[config.mk]
export PLATFORM = sky130hd
export DESIGN_NAME = if_id_queue
export DESIGN_NICKNAME = d
export VERILOG_FILES = /design/src/rtl/if_id_queue_pkg.sv /design/src/rtl/if_id_queue_mem.sv /design/src/rtl/if_id_queue.sv
export SDC_FILE = /design/constraint.sdc
export NUM_CORES = 1
export LEC_CHECK = 0
export CAP_MARGIN = 0
export CORE_ASPECT_RATIO = 1.2
export CORE_UTILIZATION = 30
export CTS_CLUSTER_DIAMETER = 80
export DETAILED_ROUTE_END_ITERATION = 10
export GPL_TIMING_DRIVEN = 0
export PLACE_DENSITY = 0.48
export SLEW_MARGIN = 10
export SYNTH_ARGS = -nofsm -noshare
export SYNTH_HDL_FRONTEND = slang
export SYNTH_SLANG_ARGS = --single-unit
[constraint.sdc]
create_clock -name clk_in -period 7.5 [get_ports clk_in]
set_input_delay 1.125 -clock clk_in [delete_from_list [all_inputs] [get_ports clk_in]]
set_output_delay 1.125 -clock clk_in [all_outputs]
set_load 0.02 [all_outputs]
[src/rtl/if_id_queue_pkg.sv]
// Shared definitions for the IF/ID instruction queue: default widths, the bubble value
// and the {pc, instr} entry layout used by the queue and its storage.
package if_id_queue_pkg;

    localparam int DEF_ADDR_W = 32;
    localparam int DEF_DATA_W = 32;
    localparam int DEF_DEPTH  = 4;

    localparam logic [DEF_DATA_W-1:0] ZERO_WORD = '0;

    // pc sits in the upper bits and instr in the lower bits of every stored entry
    typedef struct packed {
        logic [DEF_ADDR_W-1:0] pc;
        logic [DEF_DATA_W-1:0] instr;
    } entry_t;

endpackage

[src/rtl/if_id_queue_mem.sv]
// Entry storage for the IF/ID queue: DEPTH x WIDTH register array,
// one synchronous write port and one asynchronous read port, contents not reset.
module if_id_queue_mem #(
    parameter int DEPTH = 4,
    parameter int WIDTH = 64,
    parameter int PTR_W = $clog2(DEPTH)
) (
    input  logic             i_clk,
    input  logic             i_we,
    input  logic [PTR_W-1:0] i_waddr,
    input  logic [WIDTH-1:0] i_wdata,
    input  logic [PTR_W-1:0] i_raddr,
    output logic [WIDTH-1:0] o_rdata
);

    logic [WIDTH-1:0] r_mem [DEPTH];

    always_ff @(posedge i_clk) begin
        if (i_we) begin
            r_mem[i_waddr] <= i_wdata;
        end
    end

    assign o_rdata = r_mem[i_raddr];

endmodule

[src/rtl/if_id_queue.sv]
// IF/ID instruction queue: DEPTH-entry {pc, instr} FIFO with valid/ready on both sides.
// Optional zero-latency pass-through when empty is enabled by defining IF_ID_QUEUE_BYPASS_EN.
module if_id_queue
    import if_id_queue_pkg::*;
#(
    parameter int ADDR_W = DEF_ADDR_W,
    parameter int DATA_W = DEF_DATA_W,
    parameter int DEPTH  = DEF_DEPTH,
    parameter int CNT_W  = $clog2(DEPTH) + 1
) (
    input  logic              clk_in,
    input  logic              rst_n_in,
    input  logic              rdy_in,
    input  logic              flush_in,
    input  logic              in_valid,
    input  logic [ADDR_W-1:0] in_pc,
    input  logic [DATA_W-1:0] in_instr,
    output logic              in_ready,
    output logic              out_valid,
    output logic [ADDR_W-1:0] out_pc,
    output logic [DATA_W-1:0] out_instr,
    input  logic              out_ready,
    output logic [CNT_W-1:0]  count_out
);

    localparam int PTR_W = $clog2(DEPTH);
    localparam int ENT_W = ADDR_W + DATA_W;

    logic [PTR_W-1:0] r_wr_ptr;
    logic [PTR_W-1:0] r_rd_ptr;
    logic [CNT_W-1:0] r_count;

    logic              w_live;
    logic              w_empty;
    logic              w_full;
    logic              w_bypass;
    logic              w_push;
    logic              w_pop;
    logic [ENT_W-1:0]  w_head;
    logic [ADDR_W-1:0] w_head_pc;
    logic [DATA_W-1:0] w_head_instr;

    // Reset is folded in so in_ready stays low while rst_n_in is asserted
    assign w_live  = rst_n_in & rdy_in & ~flush_in;
    assign w_empty = (r_count == '0);
    assign w_full  = (r_count == CNT_W'(DEPTH));

    always_comb begin
        w_bypass = 1'b0;
`ifdef IF_ID_QUEUE_BYPASS_EN
        w_bypass = w_live & w_empty & in_valid;
`endif
    end

    assign in_ready  = w_live & ~w_full;
    assign out_valid = (w_live & ~w_empty) | w_bypass;

    // A bypassed entry that ID takes immediately is never written and never popped
    assign w_push = in_valid & in_ready & ~(w_bypass & out_ready);
    assign w_pop  = out_valid & out_ready & ~w_bypass;

    if_id_queue_mem #(
        .DEPTH (DEPTH),
        .WIDTH (ENT_W),
        .PTR_W (PTR_W)
    ) u_mem (
        .i_clk   (clk_in),
        .i_we    (w_push),
        .i_waddr (r_wr_ptr),
        .i_wdata ({in_pc, in_instr}),
        .i_raddr (r_rd_ptr),
        .o_rdata (w_head)
    );

    assign w_head_pc    = w_head[ENT_W-1 -: ADDR_W];
    assign w_head_instr = w_head[DATA_W-1:0];

    always_comb begin
        out_pc    = ADDR_W'(ZERO_WORD);
        out_instr = DATA_W'(ZERO_WORD);
        if (w_bypass) begin
            out_pc    = in_pc;
            out_instr = in_instr;
        end else if (out_valid) begin
            out_pc    = w_head_pc;
            out_instr = w_head_instr;
        end
    end

    // Flush rewinds the write pointer onto the read pointer so no stale entry resurfaces
    always_ff @(posedge clk_in or negedge rst_n_in) begin
        if (!rst_n_in) begin
            r_wr_ptr <= '0;
            r_rd_ptr <= '0;
            r_count  <= '0;
        end else if (rdy_in) begin
            if (flush_in) begin
                r_wr_ptr <= r_rd_ptr;
                r_count  <= '0;
            end else begin
                if (w_push) begin
                    r_wr_ptr <= r_wr_ptr + PTR_W'(1);
                end
                if (w_pop) begin
                    r_rd_ptr <= r_rd_ptr + PTR_W'(1);
                end
                if (w_push && !w_pop) begin
                    r_count <= r_count + CNT_W'(1);
                end else if (w_pop && !w_push) begin
                    r_count <= r_count - CNT_W'(1);
                end
            end
        end
    end

    assign count_out = r_count;

endmodule
==> summary.md <==
| Metric | Value |
|---|---|
| First-pass GRT wire length | 34090 µm |
| CTS buffer count | 29 |
| Setup TNS after final layout | 0 ns |
| Post CTS Setup Buffer Count | 0 |
| R2R cell count | 7 |
| Syn nets | 543 |
| Ranking of synthesized cells by area | edfxtp_1, mux4_2, and3_1, dfrtp_1, clkbuf_1 |
| Top-count cell post-synth | edfxtp_1 |
| Max-cap viol count | 0 |
| Post-synthesis cell type count | 34 |
| Initial DRT Pass Iterations | 4 |
| I/O Pins | 139 |
| Detail Route Antenna Nets | 0 |
| Final Hold Vio Count | 0 |
| Post-synth top area share | 75.56% |
| Commonest cells post-synth | edfxtp_1, and3_1, mux4_2 |
| Startpoint type of the worst setup path | input port |
| Remaining DRCs | 0 |
| Int Pwr | 0.002942 W |
| Share of layout cells above drive strength 1 | 18.00% |
| Post-synth ARST share | 2.662% |
| Global Route Usage Sum | 13.32% |
| Die Span X | 170.1 µm |
| Nets@finish | 716 |
| Final wirelength | 22490 µm |
| H-tree depth | 1 |
| Post-synth EDFFs | 256 |
| Vias in the first global route | 5717 |
| Crit path buf inv count | 4 |
| Synthesized flop and latch total | 263 |
| GRT Residual Overflow | 0 |
| Clock Power Share | 33.6% |
| Worst-path cell chain | clkdlybuf4s50_1 > and3b_1 > clkbuf_1 > clkbuf_1 > and3_1 > clkdlybuf4s50_1 |
| Setup slack, reg-to-reg | 5.10 ns |
| Post-Synthesis Cell Area | 10170 µm² |
| CTS root buf | clkbuf_16 |
| Hold path cells | 1 |
| Largest net degree at the start of global routing | 35 |
| Clock sink count | 263 |
| Slew margin rel. | 41.96% |
| Slowest stage cell, crit path | clkdlybuf4s50_1 |
| Hold_buf cts | 0 |
| RePlAce Congestion | 0.7089 |
| Status | complete, no violations |
| WP depth | 6 |
| RSZ-0062 raised after global routing | false |
| Crit path DAT | 4.12 ns |
| Crit path kind | in -> out |
| Crit path required time | 6.38 ns |
| Vias per Instance | 4.614 |
| Synthesized area per cell | 21.74 µm² |
| Logic pwr share | 24.2% |
| Busiest metal layer after global routing | met2 |
| Delay-heaviest family, CP | buffers and inverters |
| Drt initial violations | 242 |
| Initial antenna violation count | 1 |
| Slowest stage delay, CP | 0.71 ns |
| Post-synth top flop | edfxtp_1 |
| Met2 Use GR | 24.85% |
| CTS tree | yes |
| Worst hold path class | reg -> reg |
| Syn Inst Count | 468 |
| Switching share of power | 26.27% |
| Core ar. | 33250 µm² |
| Global-route met3 utilization | 2.271% |
| Layout area overhead | 28.83% |
| FP Rows | 73 |
| LEAKAGE | 4.370 nW |
| Worst Skew | 0.01134 ns |
| Post-synth top area cell | edfxtp_1 |
| Core Util, Final | 39.42% |
| Syn. warnings | 0 |
| CP max FO | 10 |
| Final setup vio count | 0 |
| Crit path capture type | output pin |
| Longest Clk Path Bufs | 3 |
| Clock Pin Slew Worst Setup and Hold Paths | 0.06 ns |
| Post-CTS sizing | 0 |
| Full die area | 34650 µm² |
| Final HPWL DP | 14130 µm |
| Fin crit share | 69.89% |
| Clk Latency, worst-skew pair | 0.54 ns |
| M1 GR Usage | 15.36% |
| Final Max Slew Viols | 0 |
| PD cells | 304.5 nW/µm² |
| Reg power frac | 42.2% |
| Max Freq | 190.8 MHz |
| Inserted Diodes | 0 |
| Minimum clock period | 5.242 ns |
| Sequential share of the synthesized area | 77.28% |
| Initial Util | 30.60% |
| Vias | 5126 |
| P_sw | 0.001048 W |
| Port bufs | 138 |
| Worst-Margin Slew | 0.8707 ns |
| Max VDD drop | 128.1 µV |
| Die H | 203.7 µm |
| WL/cell | 20.24 µm |
==> sequential cells by signal (all words and copies together), names as in the netlist <==
name	flops
count_out	3
r_rd_ptr	2
r_wr_ptr	2
u_mem.r_mem	256
==> final cells by class <==
class / instances / area, µm²
fill: 3058 / 20140
sequential: 263 / 7863
multi-input combinational: 167 / 2161
timing repair buffer: 142 / 1461
clock buffer: 35 / 748.2
tap: 450 / 563.0
clock inverter: 16 / 150.1
buffer: 30 / 130.1
inverter: 8 / 30.03
==> kinds of logic (layout without fill, tap and decap cells) <==
logic type	count (synthesis)	after routing	share of synthesized area, %
xor+xnor	3	3	0.2583
simple gates	81	81	5.018
flops	263	263	77.28
fa+ha+maj	5	5	0.6887
mux	66	66	14.36
compound gates	12	12	0.8117
buf+inv	38	231	1.574
==> power groups by stage <==
stage	logic (W)	registers, W	clock network [W]
after floorplan	0.000643	0.00172	0
after global placement	0.000983	0.00171	0
after detailed placement	0.000999	0.00171	0
after CTS	0.00100	0.00168	0.00138
after global routing	0.00105	0.00169	0.00144
final	0.000967	0.00168	0.00134
==> layout by cell type (no fill, tap or decap), types with 2 or more instances in the layout <==
master,instances
clkbuf_16,29
buf_1,2
buf_12,4
and2_4,4
mux2i_1,2
mux4_2,64
edfxtp_1,256
xnor2_1,3
clkinv_1,10
o22ai_1,2
ha_1,4
clkbuf_1,26
and3_1,65
clkdlybuf4s50_1,138
inv_1,8
nand2_1,2
buf_2,5
bufinv_16,3
dfrtp_1,7
buf_4,3
a21oi_1,3
==> worst reg2reg max path: cells and delay by family, from the launching register on <==
kind | cells | cell delay, ns
adders and majority gates | 1 | 0.43
buffers and inverters | 1 | 0.14
DFF | 1 | 0.45
AOI/OAI and AO/OA | 3 | 0.58
and+or+nand+nor | 2 | 0.67
==> metrics by stage <==
stage                     instances  power (W)  cell area (µm²)  worst slack [ns]  hold slack, ns
after global placement         1056   0.002698            12120             1.487          0.5308
after floorplan                 468   0.002361            10170             3.796          0.6036
after CTS                      1111   0.004069            13110             2.151          0.5728
after global routing           1111   0.004176            13110             2.036          0.5866
final                          1111   0.003990            13110             2.258          0.5754
after detailed placement       1060   0.002713            12210             2.177          0.5597
==> per-layer routing <==
layer / wire [µm] / part of all wire [%] / vias up
li1: - / - / 2286
met1: 8864 / 39 / 2673
met2: 12170 / 54 / 126
met3: 962 / 4.3 / 39
met4: 476 / 2.1 / 2
met5: 13 / 0.058 / -
==> path summary, 6_finish.rpt <==
| kind | startpoint | end |
|---|---|---|
| max | rst_n_in | out_instr[19] |
| min | count_out[0] | count_out[0] |
| max reg2reg | count_out[2] | count_out[2] |
| min reg2reg | count_out[0] | count_out[0] |
| max in group asynchronous | rst_n_in | r_rd_ptr[1] |
| min in group asynchronous | rst_n_in | count_out[2] |
(Power assumes the default switching activity.)
==> RTL edit: new RTL, config.mk and constraints unchanged <==
Reset style: synchronous (`rst_n_in`), changed in one clocked block. Comments in the files are not updated.
--- a/src/rtl/if_id_queue.sv
+++ b/src/rtl/if_id_queue.sv
@@ -90,3 +90,3 @@
     // Flush rewinds the write pointer onto the read pointer so no stale entry resurfaces
-    always_ff @(posedge clk_in or negedge rst_n_in) begin
+    always_ff @(posedge clk_in) begin
         if (!rst_n_in) begin
Check against the original RTL: differs if rst_n_in is asserted again (counterexample within 4 cycles, from zero or initial values and one cycle with rst_n_in low); with rst_n_in held inactive, the same outputs for 4 cycles.
==> RTL edit against the unedited design <==
Clock skew down 0.0046 ns. Largest cell class unchanged. Cell area is 0.47% higher. Routed wire length shrank 0.68%. Critical endpoint is now out_pc[5]. Sequential share of layout area down 0.24 points. Synthesized area is 0.93% higher. Utilization about the same. Non-clock buffer count is 1 lower. Hold slack lost 0.012 ns. Worst setup slack better by 0.54 ns. Sequential cell count increased by 2.
Power is not compared: it rests on default switching activity, and its combinational part moved more than twofold at a synthesized area within 25%.
==> RTL edit: results (changes against the unedited design) <==
.. list-table::
   :header-rows: 1

   * - Metric
     - Value
   * - Status
     - finished, final reports clean (unchanged)
   * - Cell depth of the worst min-delay path
     - 2 (was 1)
   * - Post-synthesis mux area share
     - 14.1% (was 14.4%)
   * - Area share of fa/ha/maj cells after synthesis
     - 0.682% (was 0.689%)
   * - Port Buffer Count
     - 137 (was 138)
   * - # nets final
     - 732 (was 716)
   * - Placed cell count
     - 1,077 (was 1,060)
   * - Last element of the critical path
     - out_pc[5] (was out_instr[19])
   * - Crit Reg-Reg Endpoint
     - count_out[2] (unchanged)
   * - Commonest cells in the synthesized netlist
     - sky130_fd_sc_hd__edfxtp_1, sky130_fd_sc_hd__and3_1, sky130_fd_sc_hd__mux4_2 (unchanged)
   * - Worst-case setup margin in the final layout
     - 2.80 ns (was 2.26 ns)
   * - Critical Path Max Stage Delay
     - 0.62 ns (was 0.71 ns)
   * - Share of the yosys chip area belonging to registers
     - 76.6% (was 77.3%)
   * - Initial drt markers
     - 280 (was 242)
   * - GR Layer Usage met1
     - 15.5% (was 15.4%)
   * - Worst reg-to-reg path cell count
     - 9 (was 7)
   * - Per-cell routed wire length
     - 19.8 um (was 20.2 um)
   * - Post-Synth XOR/XNOR Area
     - 0.171% (was 0.258%)
   * - Most area-consuming cells after synthesis
     - sky130_fd_sc_hd__edfxtp_1, sky130_fd_sc_hd__mux4_2, sky130_fd_sc_hd__and3_1, sky130_fd_sc_hd__dfxtp_1, sky130_fd_sc_hd__clkbuf_1 (was sky130_fd_sc_hd__edfxtp_1, sky130_fd_sc_hd__mux4_2, sky130_fd_sc_hd__and3_1, sky130_fd_sc_hd__dfrtp_1, sky130_fd_sc_hd__clkbuf_1)
   * - Post-placement cell area
     - 12,300 um^2 (was 12,200 um^2)
   * - M2 GR Usage
     - 23.4% (was 24.9%)
   * - FFs w/ async S/R, synth
     - 0% (was 2.66%)
   * - Met3 wire len
     - 1090 um (was 962 um)
   * - Met1 WL
     - 9180 um (was 8860 um)
   * - Mapped Avg Cell Area
     - 21.1 um^2 (was 21.7 um^2)
RTL edit: cell count changes after synthesis, sizes merged, moves of 3 or more:
cell,delta
dfxtp,+9
dfrtp,-7
nor2,+5
o211ai,+4
a21oi,+3
nand2,+3
xnor2,-3
RTL edit: power groups by stage:
stage          Clock (mW)  Sequential (mW)  Combinational [mW]
2_1_floorplan           0             1.67              0.0455
3_3_place_gp            0             1.67               0.122
3_5_place_dp            0             1.67               0.128
4_1_cts              1.33             1.64               0.128
5_1_grt              1.38             1.64               0.136
6_report             1.28             1.64               0.125
RTL edit: cell type report:
type / instances / area, um^2 / share of cell area, %
clock buffers: 43 / 830 / 6.30
multi-input cells: 183 / 2240 / 17.0
flip-flops and latches: 265 / 7870 / 59.7
inverters: 8 / 30.0 / 0.228
plain buffers: 30 / 131 / 0.998
well taps: 450 / 563 / 4.28
clock inverters: 6 / 27.5 / 0.209
repair buffers: 141 / 1470 / 11.2
